==> src/rtl/onewire_master_if.sv <==
// onewire_master_if
// Bundles the command/response handshake and the pad signals of the
// 1-Wire bus initiator.
//   master : view used by onewire_master (takes commands, drives the pad)
//   slave  : view used by the local controller / pad wrapper
// Signals:
//   cmd_valid, cmd_op[1:0], cmd_bit   command request (0=RESET 1=WRITE 2=READ 3=reserved)
//   cmd_ready                         high while the initiator is idle
//   rsp_valid, rsp_bit, rsp_presence  completion pulse and sampled results
//   err_stuck                         pulse: bus was low when a command was accepted
//   pin_drive, pin_in                 open-drain pull-down enable and raw pad level
// Optional (macro ONEWIRE_STRONG_PULLUP_EN): cmd_spu request bit, spu output.
interface onewire_master_if;
  logic       cmd_valid;
  logic       cmd_ready;
  logic [1:0] cmd_op;
  logic       cmd_bit;
  logic       rsp_valid;
  logic       rsp_bit;
  logic       rsp_presence;
  logic       err_stuck;
  logic       pin_drive;
  logic       pin_in;
`ifdef ONEWIRE_STRONG_PULLUP_EN
  logic       cmd_spu;
  logic       spu;

  modport master (
    input  cmd_valid, cmd_op, cmd_bit, cmd_spu, pin_in,
    output cmd_ready, rsp_valid, rsp_bit, rsp_presence, err_stuck, pin_drive, spu
  );

  modport slave (
    output cmd_valid, cmd_op, cmd_bit, cmd_spu, pin_in,
    input  cmd_ready, rsp_valid, rsp_bit, rsp_presence, err_stuck, pin_drive, spu
  );
`else
  modport master (
    input  cmd_valid, cmd_op, cmd_bit, pin_in,
    output cmd_ready, rsp_valid, rsp_bit, rsp_presence, err_stuck, pin_drive
  );

  modport slave (
    output cmd_valid, cmd_op, cmd_bit, pin_in,
    input  cmd_ready, rsp_valid, rsp_bit, rsp_presence, err_stuck, pin_drive
  );
`endif
endinterface

==> src/rtl/onewire_master.sv <==
// onewire_master
// Bit-level 1-Wire bus initiator. Executes one RESET/presence, WRITE or READ
// time slot per accepted command and reports the sampled bus level.
// Ports:
//   clk    system clock
//   reset  synchronous, active-high
//   bus    onewire_master_if.master (command/response handshake and pad)
// Timing parameters are in microseconds; CLK_DIV is clk cycles per microsecond.
// Optional feature, macro ONEWIRE_STRONG_PULLUP_EN: adds cmd_spu/spu so that a
// WRITE can be followed by a strong pull-up (parasite-power conversion).
module onewire_master #(
  parameter int CLK_DIV = 50,
  parameter int T_RSTL  = 480,
  parameter int T_PSAMP = 70,
  parameter int T_RSTH  = 410,
  parameter int T_LOW1  = 6,
  parameter int T_LOW0  = 60,
  parameter int T_RSAMP = 15,
  parameter int T_SLOT  = 70,
  parameter int T_REC   = 5
) (
  input logic              clk,
  input logic              reset,
  onewire_master_if.master bus
);

  localparam int MAX_A  = (T_RSTL > T_RSTH) ? T_RSTL : T_RSTH;
  localparam int MAX_US = (MAX_A > (T_SLOT + T_REC)) ? MAX_A : (T_SLOT + T_REC);
  localparam int UW     = $clog2(MAX_US + 1);
  localparam int PW     = $clog2(CLK_DIV);

  // Compare values are "last count before the boundary": the boundary edge
  // is the tick that would move the us counter onto the target value.
  localparam logic [PW-1:0] PRE_LAST     = PW'(CLK_DIV - 1);
  localparam logic [UW-1:0] RSTL_LAST    = UW'(T_RSTL - 1);
  localparam logic [UW-1:0] PSAMP_LAST   = UW'(T_PSAMP - 1);
  localparam logic [UW-1:0] RSTH_LAST    = UW'(T_RSTH - 1);
  localparam logic [UW-1:0] LOW1_LAST    = UW'(T_LOW1 - 1);
  localparam logic [UW-1:0] LOW0_LAST    = UW'(T_LOW0 - 1);
  localparam logic [UW-1:0] RSAMP_LAST   = UW'(T_RSAMP - 1);
  localparam logic [UW-1:0] SLOTEND_LAST = UW'(T_SLOT + T_REC - 1);

  localparam logic [1:0] OP_RESET = 2'd0;
  localparam logic [1:0] OP_WRITE = 2'd1;
  localparam logic [1:0] OP_RSVD  = 2'd3;

  typedef enum logic [1:0] {IDLE, LOW, HIGH, DONE} state_t;

  state_t        state_q;
  logic [1:0]    op_q;
  logic          bit_q;
  logic [PW-1:0] pre_q;
  logic [UW-1:0] us_q;
  logic          pin_meta_q;
  logic          pin_s_q;
  logic          cmd_ready_q;
  logic          rsp_valid_q;
  logic          rsp_bit_q;
  logic          rsp_presence_q;
  logic          err_stuck_q;
  logic          pin_drive_q;
`ifdef ONEWIRE_STRONG_PULLUP_EN
  logic          spu_req_q;
  logic          spu_q;
`endif

  logic          tick;
  logic [UW-1:0] low_last;
  logic [UW-1:0] samp_last;
  logic [UW-1:0] end_last;

  assign tick = (pre_q == PRE_LAST);

  // Phase boundaries for the latched command. RESET restarts the us counter
  // at release, slots keep counting from the falling edge.
  always_comb begin
    low_last  = LOW1_LAST;
    samp_last = RSAMP_LAST;
    end_last  = SLOTEND_LAST;
    if (op_q == OP_RESET) begin
      low_last  = RSTL_LAST;
      samp_last = PSAMP_LAST;
      end_last  = RSTH_LAST;
    end else if (op_q == OP_WRITE && !bit_q) begin
      low_last  = LOW0_LAST;
    end
  end

  // Two-flop synchronizer for the asynchronous pad. Resets to the idle
  // (pulled-up) level so a fresh reset never reports a stuck bus.
  always_ff @(posedge clk) begin
    if (reset) begin
      pin_meta_q <= 1'b1;
      pin_s_q    <= 1'b1;
    end else begin
      pin_meta_q <= bus.pin_in;
      pin_s_q    <= pin_meta_q;
    end
  end

  // Command sequencer: timebase, sampling and all registered outputs.
  always_ff @(posedge clk) begin
    if (reset) begin
      state_q        <= IDLE;
      op_q           <= OP_RESET;
      bit_q          <= 1'b0;
      pre_q          <= '0;
      us_q           <= '0;
      cmd_ready_q    <= 1'b1;
      rsp_valid_q    <= 1'b0;
      rsp_bit_q      <= 1'b0;
      rsp_presence_q <= 1'b0;
      err_stuck_q    <= 1'b0;
      pin_drive_q    <= 1'b0;
`ifdef ONEWIRE_STRONG_PULLUP_EN
      spu_req_q      <= 1'b0;
      spu_q          <= 1'b0;
`endif
    end else begin
      rsp_valid_q <= 1'b0;
      err_stuck_q <= 1'b0;

      if (tick) begin
        pre_q <= '0;
        us_q  <= us_q + 1'b1;
      end else begin
        pre_q <= pre_q + 1'b1;
      end

      // The slot sample point can fall inside LOW (write-0), so it is not
      // tied to a single state; presence is only sampled after release.
      if (tick && us_q == samp_last) begin
        if (op_q == OP_RESET) begin
          if (state_q == HIGH) rsp_presence_q <= ~pin_s_q;
        end else if (state_q == LOW || state_q == HIGH) begin
          rsp_bit_q <= pin_s_q;
        end
      end

      case (state_q)
        IDLE: begin
          if (bus.cmd_valid) begin
            op_q        <= bus.cmd_op;
            bit_q       <= bus.cmd_bit;
            pre_q       <= '0;
            us_q        <= '0;
            cmd_ready_q <= 1'b0;
`ifdef ONEWIRE_STRONG_PULLUP_EN
            spu_req_q   <= bus.cmd_spu;
            spu_q       <= 1'b0;
`endif
            if (!pin_s_q) begin
              err_stuck_q    <= 1'b1;
              rsp_valid_q    <= 1'b1;
              rsp_bit_q      <= 1'b0;
              rsp_presence_q <= 1'b0;
              state_q        <= DONE;
            end else if (bus.cmd_op == OP_RSVD) begin
              rsp_valid_q <= 1'b1;
              rsp_bit_q   <= 1'b0;
              state_q     <= DONE;
            end else begin
              pin_drive_q <= 1'b1;
              state_q     <= LOW;
            end
          end
        end
        LOW: begin
          if (tick && us_q == low_last) begin
            pin_drive_q <= 1'b0;
            state_q     <= HIGH;
            if (op_q == OP_RESET) us_q <= '0;
          end
        end
        HIGH: begin
          if (tick && us_q == end_last) begin
            rsp_valid_q <= 1'b1;
            state_q     <= DONE;
`ifdef ONEWIRE_STRONG_PULLUP_EN
            if (op_q == OP_WRITE && spu_req_q) spu_q <= 1'b1;
`endif
          end
        end
        DONE: begin
          cmd_ready_q <= 1'b1;
          state_q     <= IDLE;
        end
        default: state_q <= IDLE;
      endcase
    end
  end

  assign bus.cmd_ready    = cmd_ready_q;
  assign bus.rsp_valid    = rsp_valid_q;
  assign bus.rsp_bit      = rsp_bit_q;
  assign bus.rsp_presence = rsp_presence_q;
  assign bus.err_stuck    = err_stuck_q;
  assign bus.pin_drive    = pin_drive_q;
`ifdef ONEWIRE_STRONG_PULLUP_EN
  assign bus.spu          = spu_q;
`endif

endmodule

==> src/flat_wrapper.sv <==
// flat-port wrapper written by rule: the top's interface ports become plain ports
module onewire_master_flat 
#(
  parameter int CLK_DIV = 50,
  parameter int T_RSTL  = 480,
  parameter int T_PSAMP = 70,
  parameter int T_RSTH  = 410,
  parameter int T_LOW1  = 6,
  parameter int T_LOW0  = 60,
  parameter int T_RSAMP = 15,
  parameter int T_SLOT  = 70,
  parameter int T_REC   = 5
)
  (clk, reset, bus_cmd_valid, bus_cmd_op, bus_cmd_bit, bus_pin_in, bus_cmd_ready, bus_rsp_valid, bus_rsp_bit, bus_rsp_presence, bus_err_stuck, bus_pin_drive);
  onewire_master_if bus_i ();
  input logic clk;
  input logic reset;
  input wire logic [$bits(bus_i.cmd_valid)-1:0] bus_cmd_valid;
  input wire logic [$bits(bus_i.cmd_op)-1:0] bus_cmd_op;
  input wire logic [$bits(bus_i.cmd_bit)-1:0] bus_cmd_bit;
  input wire logic [$bits(bus_i.pin_in)-1:0] bus_pin_in;
  output wire logic [$bits(bus_i.cmd_ready)-1:0] bus_cmd_ready;
  output wire logic [$bits(bus_i.rsp_valid)-1:0] bus_rsp_valid;
  output wire logic [$bits(bus_i.rsp_bit)-1:0] bus_rsp_bit;
  output wire logic [$bits(bus_i.rsp_presence)-1:0] bus_rsp_presence;
  output wire logic [$bits(bus_i.err_stuck)-1:0] bus_err_stuck;
  output wire logic [$bits(bus_i.pin_drive)-1:0] bus_pin_drive;
  assign bus_i.cmd_valid = bus_cmd_valid;
  assign bus_i.cmd_op = bus_cmd_op;
  assign bus_i.cmd_bit = bus_cmd_bit;
  assign bus_i.pin_in = bus_pin_in;
  assign bus_cmd_ready = bus_i.cmd_ready;
  assign bus_rsp_valid = bus_i.rsp_valid;
  assign bus_rsp_bit = bus_i.rsp_bit;
  assign bus_rsp_presence = bus_i.rsp_presence;
  assign bus_err_stuck = bus_i.err_stuck;
  assign bus_pin_drive = bus_i.pin_drive;
  onewire_master #(.CLK_DIV(CLK_DIV), .T_RSTL(T_RSTL), .T_PSAMP(T_PSAMP), .T_RSTH(T_RSTH), .T_LOW1(T_LOW1), .T_LOW0(T_LOW0), .T_RSAMP(T_RSAMP), .T_SLOT(T_SLOT), .T_REC(T_REC)) u_core (.clk(clk), .reset(reset), .bus(bus_i));
endmodule
==> config.mk <==
export PLATFORM = sky130hd
export DESIGN_NAME = onewire_master_flat
export DESIGN_NICKNAME = d
export VERILOG_FILES = /design/src/rtl/onewire_master_if.sv /design/src/rtl/onewire_master.sv /design/src/flat_wrapper.sv
export SDC_FILE = /design/constraint.sdc
export NUM_CORES = 1
export LEC_CHECK = 0
export ABC_AREA = 1
export BUFFER_PORTS_ARGS = -buffer_cell sky130_fd_sc_hd__buf_2
export CAP_MARGIN = 20
export CORE_MARGIN = 1
export CORE_UTILIZATION = 63
export DETAILED_ROUTE_END_ITERATION = 8
export PLACE_DENSITY = 0.83
export SYNTH_ARGS = -nofsm -noshare
export SYNTH_HDL_FRONTEND = slang
export SYNTH_SLANG_ARGS = --single-unit
==> constraint.sdc <==
create_clock -name clk -period 2.8 [get_ports clk]
set_clock_uncertainty 0.15 [all_clocks]
set_input_delay 0.42 -clock clk [delete_from_list [all_inputs] [get_ports clk]]
set_output_delay 0.42 -clock clk [all_outputs]
set_load 0.005 [all_outputs]
==> summary.md <==
### Floorplan
- 69.8% — Starting Density
- 13 — io pins
- 52.4 um — floorplan die width
- 17 — Std-Cell Rows
- 52.4 um — vertical die dimension
- 2300 sq um — core area
- 2750 sq um — die outline area

### STA
- 0 — final max-slew violation count
- 70.2% — fin crit share
- 0 — number of endpoints failing setup at the final stage
- 0.509 GHz — peak clock frequency supported by timing
- 0 ns — Setup TNS Final
- 0 — final number of hold-violating endpoints
- no — setup repair after global routing missed its margin
- 1.97 ns — clock period minus worst slack
- 72.9% — worst slew margin relative to its limit
- 0.405 ns — slew of the pin with the lowest slew margin

### Synth
- 30 — post-synth cell types
- 1600 sq um — Post-Syn Area
- 35.0% — share of the yosys chip area belonging to registers
- 28 — synthesis-stage register bit count
- 229 — total nets after synthesis
- 215 — post-synthesis cell count
- 0 — Synth warnings
- 7.45 sq um — average size of a mapped cell

### Finish
- 930 sq um — area occupied by multi-input gates
- 561 sq um — flip-flop and latch area
- 22.4% — layout cell share with drive strength beyond 1
- 1710 sq um — final cell area excluding filler cells
- 244 — final net count
- 6.87% — area growth from synthesis to layout
- 178 — layout filler cell count
- 0 — diodes inserted
- 256 — final instance count without filler cells

### Worst setup path
- 10 — stages on the worst setup path
- u_core.us_q[0]$_SDFF_PP0_ — endpoint of the worst-slack reg-to-reg timing path
- sky130_fd_sc_hd__dfxtp_1 — slowest stage cell, crit path
- 11 — peak fanout along the critical path
- 2.09 ns — worst path arrival time
- sky130_fd_sc_hd__inv_1 — cell type with the highest occurrence count on the critical path
- flop to flop — Worst Path Class, Setup
- u_core.us_q[0]$_SDFF_PP0_ — endpoint of the most critical setup path
- inv_1 -> ha_1 -> nand2_1 -> inv_1 -> a21oi_1 -> o21bai_1 -> inv_1 -> nand2_4 -> nand2_4 -> nor2_2 — Cell Chain, Critical Path
- 2.92 ns — endpoint required time on the critical path
- 10 — FF-to-FF path depth
- flop — nature of the critical path endpoint
- simple AND/OR/NAND/NOR gates — Worst path top cell family by delay
- 3 — critical path buffer and inverter count
- 0.83 ns — Worst R2R Setup Slack
- u_core.state_q[1]$_SDFFE_PP0P_ — Crit. Startpoint
- 0.44 ns — maximum single-stage delay on the critical path
- u_core.state_q[1]$_SDFFE_PP0P_ — reg2reg start
- flop — sort of element at the start of the critical path

### Run
- 0 — max-capacitance violation count

### Route
- 5.49 — post-DR vias/cell
- 43 — Starting DRT DRC Count
- 3100 um — Total Routed Length
- 4 — Pre-Repair DR Iteration Count
- 0 — antenna violation net count after detailed routing
- 12.1 um — routed len/inst
- 0 — DRC violation count after routing
- 1,405 — vias post-DR

### Clock tree
- 0 — post-cts gate resize count
- sky130_fd_sc_hd__clkbuf_4 — CTS root buf
- done — TritonCTS clock tree
- 0.33 ns — Clock Latency Late Sink
- 0 — cts hold-fix bufs
- 3 — total clock buffers created by CTS
- 28 — TritonCTS sink count
- 2 — maximum clock path buffer count
- 0 — post-CTS setup repair buffer count
- 1 — count of H-tree levels built during CTS
- 0.14 ns — clock-pin slew of the registers on the worst-case setup and hold paths

### Power and ir drop
- 661 nW/um^2 — power density over cell area
- 0.729 nW — Leakage
- 0.611 mV — peak supply drop

### Min path
- input pin to flop — Hold/Removal Path Class

### GRT
- 1,292 — vias in the first global route
- 15 — maximum number of pins on one net before global-route repair
- 5280 um — wire length of the first global-routing pass
- 0 — final global-route overflow total
- 26.0% — overall track demand over capacity in global routing
- 0 — initial antenna violation count

### Outcome
- finished, final reports clean — status

### Placement
- 253 — instance count after placement with tap cells included
- 0.896 — routability cong.
- 1690 sq um — area of placed instances
- 12 — number of buffers inserted by port buffering
- 2420 um — DP HPWL

==> registers in the layout, summed over array words and instances, names as in the netlist <==
| signal | count |
|---|---|
| u_core.bit_q | 1 |
| u_core.bus.cmd_ready | 1 |
| u_core.bus.err_stuck | 1 |
| u_core.bus.pin_drive | 1 |
| u_core.bus.rsp_bit | 1 |
| u_core.bus.rsp_presence | 1 |
| u_core.bus.rsp_valid | 1 |
| u_core.op_q | 2 |
| u_core.pin_meta_q | 1 |
| u_core.pin_s_q | 1 |
| u_core.pre_q | 6 |
| u_core.state_q | 2 |
| u_core.us_q | 9 |
==> cell usage in the layout, fill, tap and decap left out <==
cell / n
sky130_fd_sc_hd__a21oi_4: 1
sky130_fd_sc_hd__nand2_2: 4
sky130_fd_sc_hd__nor2_1: 29
sky130_fd_sc_hd__nor3_2: 1
sky130_fd_sc_hd__clkbuf_4: 3
sky130_fd_sc_hd__a21oi_1: 10
sky130_fd_sc_hd__or2_2: 2
sky130_fd_sc_hd__dfxtp_1: 28
sky130_fd_sc_hd__inv_2: 6
sky130_fd_sc_hd__nand3_1: 9
sky130_fd_sc_hd__o21ai_4: 1
sky130_fd_sc_hd__buf_2: 12
sky130_fd_sc_hd__a31oi_1: 1
sky130_fd_sc_hd__ha_1: 7
sky130_fd_sc_hd__nor2_4: 2
sky130_fd_sc_hd__a221o_1: 1
sky130_fd_sc_hd__and3b_1: 1
sky130_fd_sc_hd__nor3_1: 7
sky130_fd_sc_hd__nand4_1: 5
sky130_fd_sc_hd__nand2_1: 36
sky130_fd_sc_hd__and3_1: 1
sky130_fd_sc_hd__inv_1: 22
sky130_fd_sc_hd__nand3b_1: 1
sky130_fd_sc_hd__xnor2_1: 1
sky130_fd_sc_hd__xor2_1: 8
sky130_fd_sc_hd__nand2_4: 5
sky130_fd_sc_hd__nand3_2: 2
sky130_fd_sc_hd__nor3b_2: 2
sky130_fd_sc_hd__o21bai_1: 1
sky130_fd_sc_hd__o21ai_0: 9
sky130_fd_sc_hd__nor2_2: 10
==> layout make-up <==
class	instances	share of cell area, %
inverter	28	6.14
clock buffer	3	1.31
multi-input combinational	157	54.3
timing repair buffer	12	3.51
sequential	28	32.7
tap	28	2.05
==> where the power goes <==
group | internal (mW) | switching [mW]
clock | 0.0506 | 0.114
sequential | 0.444 | 0.0406
combinational | 0.169 | 0.314
==> worst reg2reg max path, delay by kind of cell (launching register included) <==
family	cells	cell delay (ns)
DFF	1	0.44
adders and majority gates	1	0.21
and+or+nand+nor	4	0.55
buffers and inverters	3	0.25
AOI/OAI and AO/OA	2	0.31
==> logic make-up after synthesis <==
logic type / Yosys count / share of synthesized area, %
flops: 28 / 35.0
fa+ha+maj: 7 / 5.46
compound gates: 24 / 9.45
xor+xnor: 9 / 4.92
buf+inv: 30 / 7.03
simple gates: 117 / 38.2
==> cell usage after synthesis (all sizes together) <==
| cell | number | area (sq um) |
|---|---|---|
| a21oi | 11 | 66.3 |
| o21bai | 1 | 7.51 |
| ha | 7 | 87.6 |
| o21ai | 10 | 61.3 |
| or2 | 2 | 12.5 |
| nor3b | 2 | 25.0 |
| a221o | 1 | 10.0 |
| nor3 | 8 | 45.0 |
| and3 | 1 | 6.26 |
| nand3b | 1 | 7.51 |
| nor2 | 41 | 194 |
| a31oi | 1 | 6.26 |
| xnor2 | 1 | 8.76 |
| and3b | 1 | 8.76 |
| dfxtp | 28 | 561 |
| clkbuf | 2 | 7.51 |
| nand3 | 11 | 65.1 |
| nand4 | 5 | 31.3 |
| nand2 | 45 | 216 |
| xor2 | 8 | 70.1 |
| inv | 28 | 105 |
==> how the worst min path moves through the flow <==
stage,startpoint,endpoint,cells past startpoint
detailed placement,u_core.pin_meta_q$_SDFF_PP1_,u_core.pin_s_q$_SDFF_PP1_,1
floorplan,u_core.pin_meta_q$_SDFF_PP1_,u_core.pin_s_q$_SDFF_PP1_,1
finish,bus_pin_in,u_core.pin_meta_q$_SDFF_PP1_,2
global placement,u_core.pin_meta_q$_SDFF_PP1_,u_core.pin_s_q$_SDFF_PP1_,1
CTS,bus_pin_in,u_core.pin_meta_q$_SDFF_PP1_,2
global route,bus_pin_in,u_core.pin_meta_q$_SDFF_PP1_,2
==> stage by stage <==
stage	util, %	worst slack [ns]	hold WS [ns]	total power [mW]
floorplan	-	1.15	0.239	0.866
global placement	73.6	0.990	0.246	0.946
detailed placement	73.6	0.879	0.254	0.966
CTS	74.6	0.852	0.111	1.13
global route	74.6	0.736	0.111	1.20
finish	74.6	0.834	0.109	1.13
==> routing by layer <==
layer / GRT usage [%] / wire length, um / vias to the layer above
li1: - / - / 715
met1: 32.6 / 1490 / 655
met2: 43.0 / 1450 / 30
met3: 5.51 / 131 / 5
met4: 10.1 / 34 / 0
met5: 0 / 0 / -
Note: power is estimated with default switching activity, not from simulation.
